--- src/rtl/dmem_arb_pkg.sv ---
// Shared constants for the data-memory arbiter: bus width, FSM states,
// access size codes and the access-shape check.
package dmem_arb_pkg;

    localparam int XLEN = 32;

    typedef enum logic [1:0] {
        IDLE   = 2'd0,
        ACCESS = 2'd1,
        MERGE  = 2'd2,
        RESP   = 2'd3
    } state_e;

    localparam logic [1:0] SZ_BYTE = 2'd0;
    localparam logic [1:0] SZ_HALF = 2'd1;
    localparam logic [1:0] SZ_WORD = 2'd2;

    // True for size code 3 or an access not aligned to its own width.
    function automatic logic bad_shape(input logic [1:0] size, input logic [1:0] off);
        return (size == 2'd3) ||
               (size == SZ_HALF && off[0]) ||
               (size == SZ_WORD && off != 2'b00);
    endfunction

endpackage

--- src/rtl/dmem_arb_if.sv ---
// Two requester ports plus the memory side of the arbiter, bundled so the
// arbiter (slave) and the requesters/memory (master) share one declaration.
interface dmem_arb_if;
    import dmem_arb_pkg::*;

    // Request handshake: a request transfers on a cycle where pN_valid and
    // pN_ready are both high; the requester holds every request field stable
    // until then. Responses are a one-cycle pN_rvalid pulse with no backpressure.
    logic            p0_valid, p0_ready, p0_we, p0_unsigned;
    logic [1:0]      p0_size;
    logic [XLEN-1:0] p0_addr, p0_wdata;
    logic            p0_rvalid, p0_err;
    logic [XLEN-1:0] p0_rdata;

    logic            p1_valid, p1_ready, p1_we, p1_unsigned;
    logic [1:0]      p1_size;
    logic [XLEN-1:0] p1_addr, p1_wdata;
    logic            p1_rvalid, p1_err;
    logic [XLEN-1:0] p1_rdata;

    logic [XLEN-1:0] mem_addr, mem_wdata, mem_rdata;
    logic            mem_we;

    modport master (
        output p0_valid, p0_we, p0_unsigned, p0_size, p0_addr, p0_wdata,
        input  p0_ready, p0_rvalid, p0_err, p0_rdata,
        output p1_valid, p1_we, p1_unsigned, p1_size, p1_addr, p1_wdata,
        input  p1_ready, p1_rvalid, p1_err, p1_rdata,
        input  mem_addr, mem_wdata, mem_we,
        output mem_rdata
    );

    modport slave (
        input  p0_valid, p0_we, p0_unsigned, p0_size, p0_addr, p0_wdata,
        output p0_ready, p0_rvalid, p0_err, p0_rdata,
        input  p1_valid, p1_we, p1_unsigned, p1_size, p1_addr, p1_wdata,
        output p1_ready, p1_rvalid, p1_err, p1_rdata,
        output mem_addr, mem_wdata, mem_we,
        input  mem_rdata
    );

endinterface

--- src/rtl/dmem_lane.sv ---
// Byte/half lane handling for one memory word: extract + extend for loads,
// and insertion of store data into the addressed lanes for read-modify-write.
module dmem_lane
    import dmem_arb_pkg::*;
(
    input  logic [XLEN-1:0] word_i,
    input  logic [1:0]      off_i,
    input  logic [1:0]      size_i,
    input  logic            unsigned_i,
    input  logic [15:0]     wdata_i,
    output logic [XLEN-1:0] load_o,
    output logic [XLEN-1:0] merge_o
);

    logic [4:0]      sh;
    logic [15:0]     lane;
    logic [XLEN-1:0] mask;
    logic [XLEN-1:0] ins;

    always_comb begin
        // Halves sit on bit 0 or 16; bytes on any multiple of 8.
        sh   = (size_i == SZ_HALF) ? {off_i[1], 4'b0000} : {off_i, 3'b000};
        lane = 16'(word_i >> sh);
        load_o = word_i;
        mask   = '0;
        ins    = '0;
        case (size_i)
            SZ_BYTE: begin
                load_o = unsigned_i ? {{(XLEN-8){1'b0}}, lane[7:0]}
                                    : {{(XLEN-8){lane[7]}}, lane[7:0]};
                mask   = {{(XLEN-8){1'b0}}, 8'hFF} << sh;
                ins    = {{(XLEN-8){1'b0}}, wdata_i[7:0]} << sh;
            end
            SZ_HALF: begin
                load_o = unsigned_i ? {{(XLEN-16){1'b0}}, lane}
                                    : {{(XLEN-16){lane[15]}}, lane};
                mask   = {{(XLEN-16){1'b0}}, 16'hFFFF} << sh;
                ins    = {{(XLEN-16){1'b0}}, wdata_i} << sh;
            end
            default: ;
        endcase
        merge_o = (word_i & ~mask) | ins;
    end

endmodule

--- src/rtl/dmem_arb.sv ---
// Round-robin arbiter granting two requesters one-at-a-time access to a
// single-ported data memory, with sub-word stores done as read-modify-write.
module dmem_arb
    import dmem_arb_pkg::*;
#(
    parameter int MEM_BYTES = 4096
) (
    input  logic          clk,
    input  logic          rst_n,
    dmem_arb_if.slave     bus,
    output state_e        state_o
);

    state_e          state_q;
    logic            last_q, gnt_q;
    logic            we_q, uns_q, err_q;
    logic [1:0]      size_q, off_q;
    logic [15:0]     wdata_q;
    logic [XLEN-1:0] mem_addr_q, mem_wdata_q;
    logic            mem_we_q;
    logic            rvalid_q, rerr_q;
    logic [XLEN-1:0] rdata_q;

    logic            any_valid, gnt_d, accept, err_d, we_d, uns_d;
    logic [1:0]      size_d;
    logic [XLEN-1:0] addr_d, wdata_d;
    logic [XLEN-1:0] load_data, merge_data;

    always_comb begin
        any_valid = bus.p0_valid | bus.p1_valid;
        // Port 1 wins when alone, or when both ask and port 0 was granted last.
        gnt_d     = bus.p1_valid && (!bus.p0_valid || !last_q);
        accept    = (state_q == IDLE) && any_valid;
        addr_d    = gnt_d ? bus.p1_addr     : bus.p0_addr;
        wdata_d   = gnt_d ? bus.p1_wdata    : bus.p0_wdata;
        we_d      = gnt_d ? bus.p1_we       : bus.p0_we;
        uns_d     = gnt_d ? bus.p1_unsigned : bus.p0_unsigned;
        size_d    = gnt_d ? bus.p1_size     : bus.p0_size;
        err_d     = bad_shape(size_d, addr_d[1:0]) || (addr_d >= XLEN'(MEM_BYTES));
    end

    assign bus.p0_ready = accept && !gnt_d;
    assign bus.p1_ready = accept &&  gnt_d;

    dmem_lane u_lane (
        .word_i     (bus.mem_rdata),
        .off_i      (off_q),
        .size_i     (size_q),
        .unsigned_i (uns_q),
        .wdata_i    (wdata_q),
        .load_o     (load_data),
        .merge_o    (merge_data)
    );

    always_ff @(posedge clk) begin
        if (!rst_n) begin
            state_q     <= IDLE;
            last_q      <= 1'b1;
            gnt_q       <= 1'b0;
            we_q        <= 1'b0;
            uns_q       <= 1'b0;
            err_q       <= 1'b0;
            size_q      <= SZ_BYTE;
            off_q       <= 2'b00;
            wdata_q     <= '0;
            mem_addr_q  <= '0;
            mem_wdata_q <= '0;
            mem_we_q    <= 1'b0;
            rvalid_q    <= 1'b0;
            rerr_q      <= 1'b0;
            rdata_q     <= '0;
        end else begin
            case (state_q)
                IDLE: begin
                    if (accept) begin
                        gnt_q      <= gnt_d;
                        last_q     <= gnt_d;
                        we_q       <= we_d;
                        uns_q      <= uns_d;
                        size_q     <= size_d;
                        off_q      <= addr_d[1:0];
                        wdata_q    <= wdata_d[15:0];
                        err_q      <= err_d;
                        mem_addr_q <= {addr_d[XLEN-1:2], 2'b00};
                        // A clean word store writes straight away in ACCESS.
                        if (we_d && size_d == SZ_WORD && !err_d) begin
                            mem_we_q    <= 1'b1;
                            mem_wdata_q <= wdata_d;
                        end
                        state_q <= ACCESS;
                    end
                end
                ACCESS: begin
                    mem_we_q <= 1'b0;
                    if (err_q) begin
                        rvalid_q <= 1'b1;
                        rerr_q   <= 1'b1;
                        rdata_q  <= '0;
                        state_q  <= RESP;
                    end else if (!we_q) begin
                        rvalid_q <= 1'b1;
                        rdata_q  <= load_data;
                        state_q  <= RESP;
                    end else if (size_q == SZ_WORD) begin
                        rvalid_q <= 1'b1;
                        rdata_q  <= '0;
                        state_q  <= RESP;
                    end else begin
                        mem_we_q    <= 1'b1;
                        mem_wdata_q <= merge_data;
                        state_q     <= MERGE;
                    end
                end
                MERGE: begin
                    mem_we_q <= 1'b0;
                    rvalid_q <= 1'b1;
                    rdata_q  <= '0;
                    state_q  <= RESP;
                end
                RESP: begin
                    rvalid_q <= 1'b0;
                    rerr_q   <= 1'b0;
                    rdata_q  <= '0;
                    state_q  <= IDLE;
                end
                default: state_q <= IDLE;
            endcase
        end
    end

    // Reset held low during a write cycle suppresses that write as well.
    assign bus.mem_we    = mem_we_q & rst_n;
    assign bus.mem_addr  = mem_addr_q;
    assign bus.mem_wdata = mem_wdata_q;

    assign bus.p0_rvalid = rvalid_q & ~gnt_q;
    assign bus.p1_rvalid = rvalid_q &  gnt_q;
    assign bus.p0_err    = rerr_q   & ~gnt_q;
    assign bus.p1_err    = rerr_q   &  gnt_q;
    assign bus.p0_rdata  = gnt_q ? '0 : rdata_q;
    assign bus.p1_rdata  = gnt_q ? rdata_q : '0;

    assign state_o = state_q;

endmodule

--- src/flat_wrapper.sv ---
// flat-port wrapper written by rule: the top's interface ports become plain ports
module dmem_arb_flat import dmem_arb_pkg::*;
#(
    parameter int MEM_BYTES = 4096
)
  (clk, rst_n, state_o, bus_p0_valid, bus_p0_we, bus_p0_unsigned, bus_p0_size, bus_p0_addr, bus_p0_wdata, bus_p0_ready, bus_p0_rvalid, bus_p0_err, bus_p0_rdata, bus_p1_valid, bus_p1_we, bus_p1_unsigned, bus_p1_size, bus_p1_addr, bus_p1_wdata, bus_p1_ready, bus_p1_rvalid, bus_p1_err, bus_p1_rdata, bus_mem_addr, bus_mem_wdata, bus_mem_we, bus_mem_rdata);
  dmem_arb_if bus_i ();
  input  logic clk;
  input  logic rst_n;
  output state_e state_o;
  input wire logic [$bits(bus_i.p0_valid)-1:0] bus_p0_valid;
  input wire logic [$bits(bus_i.p0_we)-1:0] bus_p0_we;
  input wire logic [$bits(bus_i.p0_unsigned)-1:0] bus_p0_unsigned;
  input wire logic [$bits(bus_i.p0_size)-1:0] bus_p0_size;
  input wire logic [$bits(bus_i.p0_addr)-1:0] bus_p0_addr;
  input wire logic [$bits(bus_i.p0_wdata)-1:0] bus_p0_wdata;
  output wire logic [$bits(bus_i.p0_ready)-1:0] bus_p0_ready;
  output wire logic [$bits(bus_i.p0_rvalid)-1:0] bus_p0_rvalid;
  output wire logic [$bits(bus_i.p0_err)-1:0] bus_p0_err;
  output wire logic [$bits(bus_i.p0_rdata)-1:0] bus_p0_rdata;
  input wire logic [$bits(bus_i.p1_valid)-1:0] bus_p1_valid;
  input wire logic [$bits(bus_i.p1_we)-1:0] bus_p1_we;
  input wire logic [$bits(bus_i.p1_unsigned)-1:0] bus_p1_unsigned;
  input wire logic [$bits(bus_i.p1_size)-1:0] bus_p1_size;
  input wire logic [$bits(bus_i.p1_addr)-1:0] bus_p1_addr;
  input wire logic [$bits(bus_i.p1_wdata)-1:0] bus_p1_wdata;
  output wire logic [$bits(bus_i.p1_ready)-1:0] bus_p1_ready;
  output wire logic [$bits(bus_i.p1_rvalid)-1:0] bus_p1_rvalid;
  output wire logic [$bits(bus_i.p1_err)-1:0] bus_p1_err;
  output wire logic [$bits(bus_i.p1_rdata)-1:0] bus_p1_rdata;
  output wire logic [$bits(bus_i.mem_addr)-1:0] bus_mem_addr;
  output wire logic [$bits(bus_i.mem_wdata)-1:0] bus_mem_wdata;
  output wire logic [$bits(bus_i.mem_we)-1:0] bus_mem_we;
  input wire logic [$bits(bus_i.mem_rdata)-1:0] bus_mem_rdata;
  assign bus_i.p0_valid = bus_p0_valid;
  assign bus_i.p0_we = bus_p0_we;
  assign bus_i.p0_unsigned = bus_p0_unsigned;
  assign bus_i.p0_size = bus_p0_size;
  assign bus_i.p0_addr = bus_p0_addr;
  assign bus_i.p0_wdata = bus_p0_wdata;
  assign bus_p0_ready = bus_i.p0_ready;
  assign bus_p0_rvalid = bus_i.p0_rvalid;
  assign bus_p0_err = bus_i.p0_err;
  assign bus_p0_rdata = bus_i.p0_rdata;
  assign bus_i.p1_valid = bus_p1_valid;
  assign bus_i.p1_we = bus_p1_we;
  assign bus_i.p1_unsigned = bus_p1_unsigned;
  assign bus_i.p1_size = bus_p1_size;
  assign bus_i.p1_addr = bus_p1_addr;
  assign bus_i.p1_wdata = bus_p1_wdata;
  assign bus_p1_ready = bus_i.p1_ready;
  assign bus_p1_rvalid = bus_i.p1_rvalid;
  assign bus_p1_err = bus_i.p1_err;
  assign bus_p1_rdata = bus_i.p1_rdata;
  assign bus_mem_addr = bus_i.mem_addr;
  assign bus_mem_wdata = bus_i.mem_wdata;
  assign bus_mem_we = bus_i.mem_we;
  assign bus_i.mem_rdata = bus_mem_rdata;
  dmem_arb #(.MEM_BYTES(MEM_BYTES)) u_core (.clk(clk), .rst_n(rst_n), .bus(bus_i), .state_o(state_o));
endmodule
--- config.mk ---
export PLATFORM = sky130hd
export DESIGN_NAME = dmem_arb_flat
export DESIGN_NICKNAME = d
export VERILOG_FILES = /design/src/rtl/dmem_arb_pkg.sv /design/src/rtl/dmem_arb_if.sv /design/src/rtl/dmem_lane.sv /design/src/rtl/dmem_arb.sv /design/src/flat_wrapper.sv
export SDC_FILE = /design/constraint.sdc
export NUM_CORES = 1
export LEC_CHECK = 0
export ABC_CLOCK_PERIOD_IN_PS = 2900
export CAP_MARGIN = 10
export CORE_MARGIN = 4
export CORE_UTILIZATION = 40
export CTS_CLUSTER_DIAMETER = 150
export DETAILED_ROUTE_END_ITERATION = 7
export PLACE_DENSITY = 0.87
export SLEW_MARGIN = 20
export SYNTH_ARGS = -nofsm -noshare
export SYNTH_HDL_FRONTEND = slang
export SYNTH_SLANG_ARGS = --single-unit
--- constraint.sdc ---
create_clock -name clk -period 2.9 [get_ports clk]
set_clock_uncertainty 0.1 [all_clocks]
set_input_delay 0.58 -clock clk [delete_from_list [all_inputs] [get_ports clk]]
set_output_delay 0.58 -clock clk [all_outputs]
set_load 0.02 [all_outputs]
==> results.cfg <==
[status]
status = complete, no violations

[worst_setup_path]
r2r_slack_ps = 370
worst_ep_required_time_ps = 2220
worstSetupPathType = in2out
crit-reg2reg-capture = u_core.bus.mem_wdata[21]
r2r_cells = 6
r2r_start = u_core.size_q[0]
path_max_fanout = 4
crit_path_end_kind = primary output
cp-start-kind = input pin
cp.arrival_ps = 2100

[sta]
rsz0062_at_grt = no
fmax_ghz = 0.360
slew_headroom_pct = 45.6
finalHoldViolations = 0
min_period_over_period_pct = 95.7
fin_ws_ps = 124
finalCriticalPeriod_ps = 2780
setup_viol = 0
drv_slew = 0
tightestPinTransition_ps = 815

[logic_synthesis]
yosys_most_used_dff = dfxtp_1
syn_area_sq_um = 7220
synth_area_per_cell_sq_um = 7.99
ys_seq_elements = 124
yosysWarnings = 0
ys_async_sr_fraction_pct = 0
synth_edf_count = 0
synthCells = 904
seq_area_frac_synth_pct = 34.4
ys_types = 55

[die]
die-height_um = 142
die_w_um = 142
io_pins = 309
initial_core_util_pct = 41.3
fp-row-count = 48
core-area_sq_um = 17500
die_area_sq_um = 20300

[global_route]
grt_pass1_wl_um = 39900
overflow = 0
grt_max_degree = 103
antenna_found_initial = 0
gr-usage-all-layers_pct = 25.0
first_global_vias = 7484

[power]
p_per_area_nw_per_um2 = 873
power.leakage_nw = 4.26
vdd_drop_max_mv = 0.677

[layout]
fillers = 1456
finalNetCount = 1367
final_cells = 1428
final_common_cell = clkdlybuf4s50_1
antenna_cells = 0
drive_gt1_share_pct = 7.48
layout_common_cells = clkdlybuf4s50_1 (304), dfxtp_1 (123), nor2_1 (103), nand2_1 (88), mux2i_1 (87)
area_growth_pct = 54.7

[place]
dpl.cell_count = 1396
place.gp.congestion = 0.974
io_buffers = 306
place_ws_ps = -23.3
place_hpwl_um = 20300

[clock_network]
clk_pin_slew_ps = 50
numCtsBuffers = 17
clkSinkCount = 124
postCtsSetupBuffers = 0
cts_tree = done
postCtsHoldBufs = 0
clk_latency_ps = 420
ctsRootBufferMaster = clkbuf_16
clk_path_buf_depth = 2
htree_num_levels = 4
cts_resized = 0

[drt]
drt-total-wl_um = 26500
vias = 7965
ant_nets = 0
drt_pass1_iterations = 5
drcViolationCount = 0
drt-initial-drc-count = 742
via_per_inst = 5.58
wl_per_cell_um = 18.5

[run]
cap_violations = 0

[hold_path]
hold_path.class = reg2reg
hold_end = u_core.rdata_q[23]
hold_path_depth = 2
hold_start = u_core.rdata_q[23]
## worst max-delay path, cell delays in order
cell and delay (ps):
clkdlybuf4s50_1 510, a21boi_4 240, nand2_1 90, inv_1 70
clkdlybuf4s50_1 600
## flip-flops by register name (all words and copies together), names as in the netlist
register / count
u_core.bus.mem_wdata: 32
u_core.rdata_q: 32
u_core.bus.mem_addr: 30
u_core.wdata_q: 16
u_core.off_q: 2
u_core.size_q: 2
u_core.state_o: 2
u_core.err_q: 1
u_core.gnt_q: 1
u_core.last_q: 1
u_core.mem_we_q: 1
u_core.rerr_q: 1
u_core.rvalid_q: 1
u_core.uns_q: 1
u_core.we_q: 1
## report_power, final
part / leakage (nW) / internal (W) / switching [W]
Sequential: 1.02 / 0.00223 / 0.000447
Combinational: 2.95 / 0.00210 / 0.00284
Clock: 0.290 / 0.00134 / 0.000797
## stage by stage
step / hold slack, ps / setup TNS, ps / area, sq um / util (%) / power, W
after CTS: 353 / 0 / 11200 / 63.9 / 0.00976
after global routing: 379 / 0 / 11200 / 63.9 / 0.0103
after global placement: 340 / 0 / 10600 / 60.6 / 0.00748
after floorplan: 330 / 0 / 7220 / - / 0.00567
after detailed placement: 346 / -23.3 / 10600 / 60.6 / 0.00759
final: 357 / 0 / 11200 / 63.9 / 0.00976
## cells in the mapped netlist (10+ instances only)
cell	number	area, sq um
buf_1	10	37.5
a21oi_1	47	235
o31ai_1	12	90.1
nand2_1	88	330
buf_2	13	65.1
mux2i_1	87	871
o21ai_0	52	260
a211oi_1	68	510
nor4_1	10	62.6
and2_1	36	225
nor2b_1	47	294
nor2_1	104	390
a22oi_1	13	97.6
clkbuf_1	46	173
nand3_1	43	215
o211ai_1	10	75.1
dfxtp_1	124	2480
## worst max path at each step
stage	cells after the start	to	startpoint	slack [ps]
2_1_floorplan	6	bus_p0_ready	bus_p1_valid	480
3_3_place_gp	9	u_core.bus.mem_wdata[30]	bus_p0_addr[20]	20
3_5_place_dp	9	u_core.bus.mem_wdata[30]	bus_p0_addr[12]	-20
4_1_cts	5	bus_p0_ready	u_core.state_o[0]	10
5_1_grt	5	bus_p1_ready	bus_p1_valid	30
6_report	5	bus_p1_ready	bus_p1_valid	120
## area by class of cell
type | instances | area, sq um | area share (%)
clock buffer | 19 | 433 | 3.88
clock inverter | 13 | 150 | 1.34
inverter | 10 | 37.5 | 0.336
multi-input combinational | 693 | 4380 | 39.2
sequential | 124 | 2480 | 22.2
tap | 225 | 282 | 2.52
timing repair buffer | 344 | 3410 | 30.5
## per-layer routing
layer / share of wire (%) / GRT usage (%)
met5: 0 / 0
met4: 3.1 / 9.85
met3: 11 / 8.20
met2: 47 / 40.9
met1: 39 / 30.4
## cell families (layout without fill, tap and decap cells)
| family | after synthesis | in the layout | synth area share (%) |
|---|---|---|---|
| buffers and inverters | 88 | 386 | 5.32 |
| adders and majority gates | 5 | 5 | 0.866 |
| other | 1 | 2 | 0.0519 |
| DFF | 124 | 124 | 34.4 |
| and+or+nand+nor | 348 | 348 | 23.0 |
| AOI/OAI and AO/OA | 251 | 251 | 24.3 |
| muxes | 87 | 87 | 12.1 |
Power figures use the tool's default switching activity.
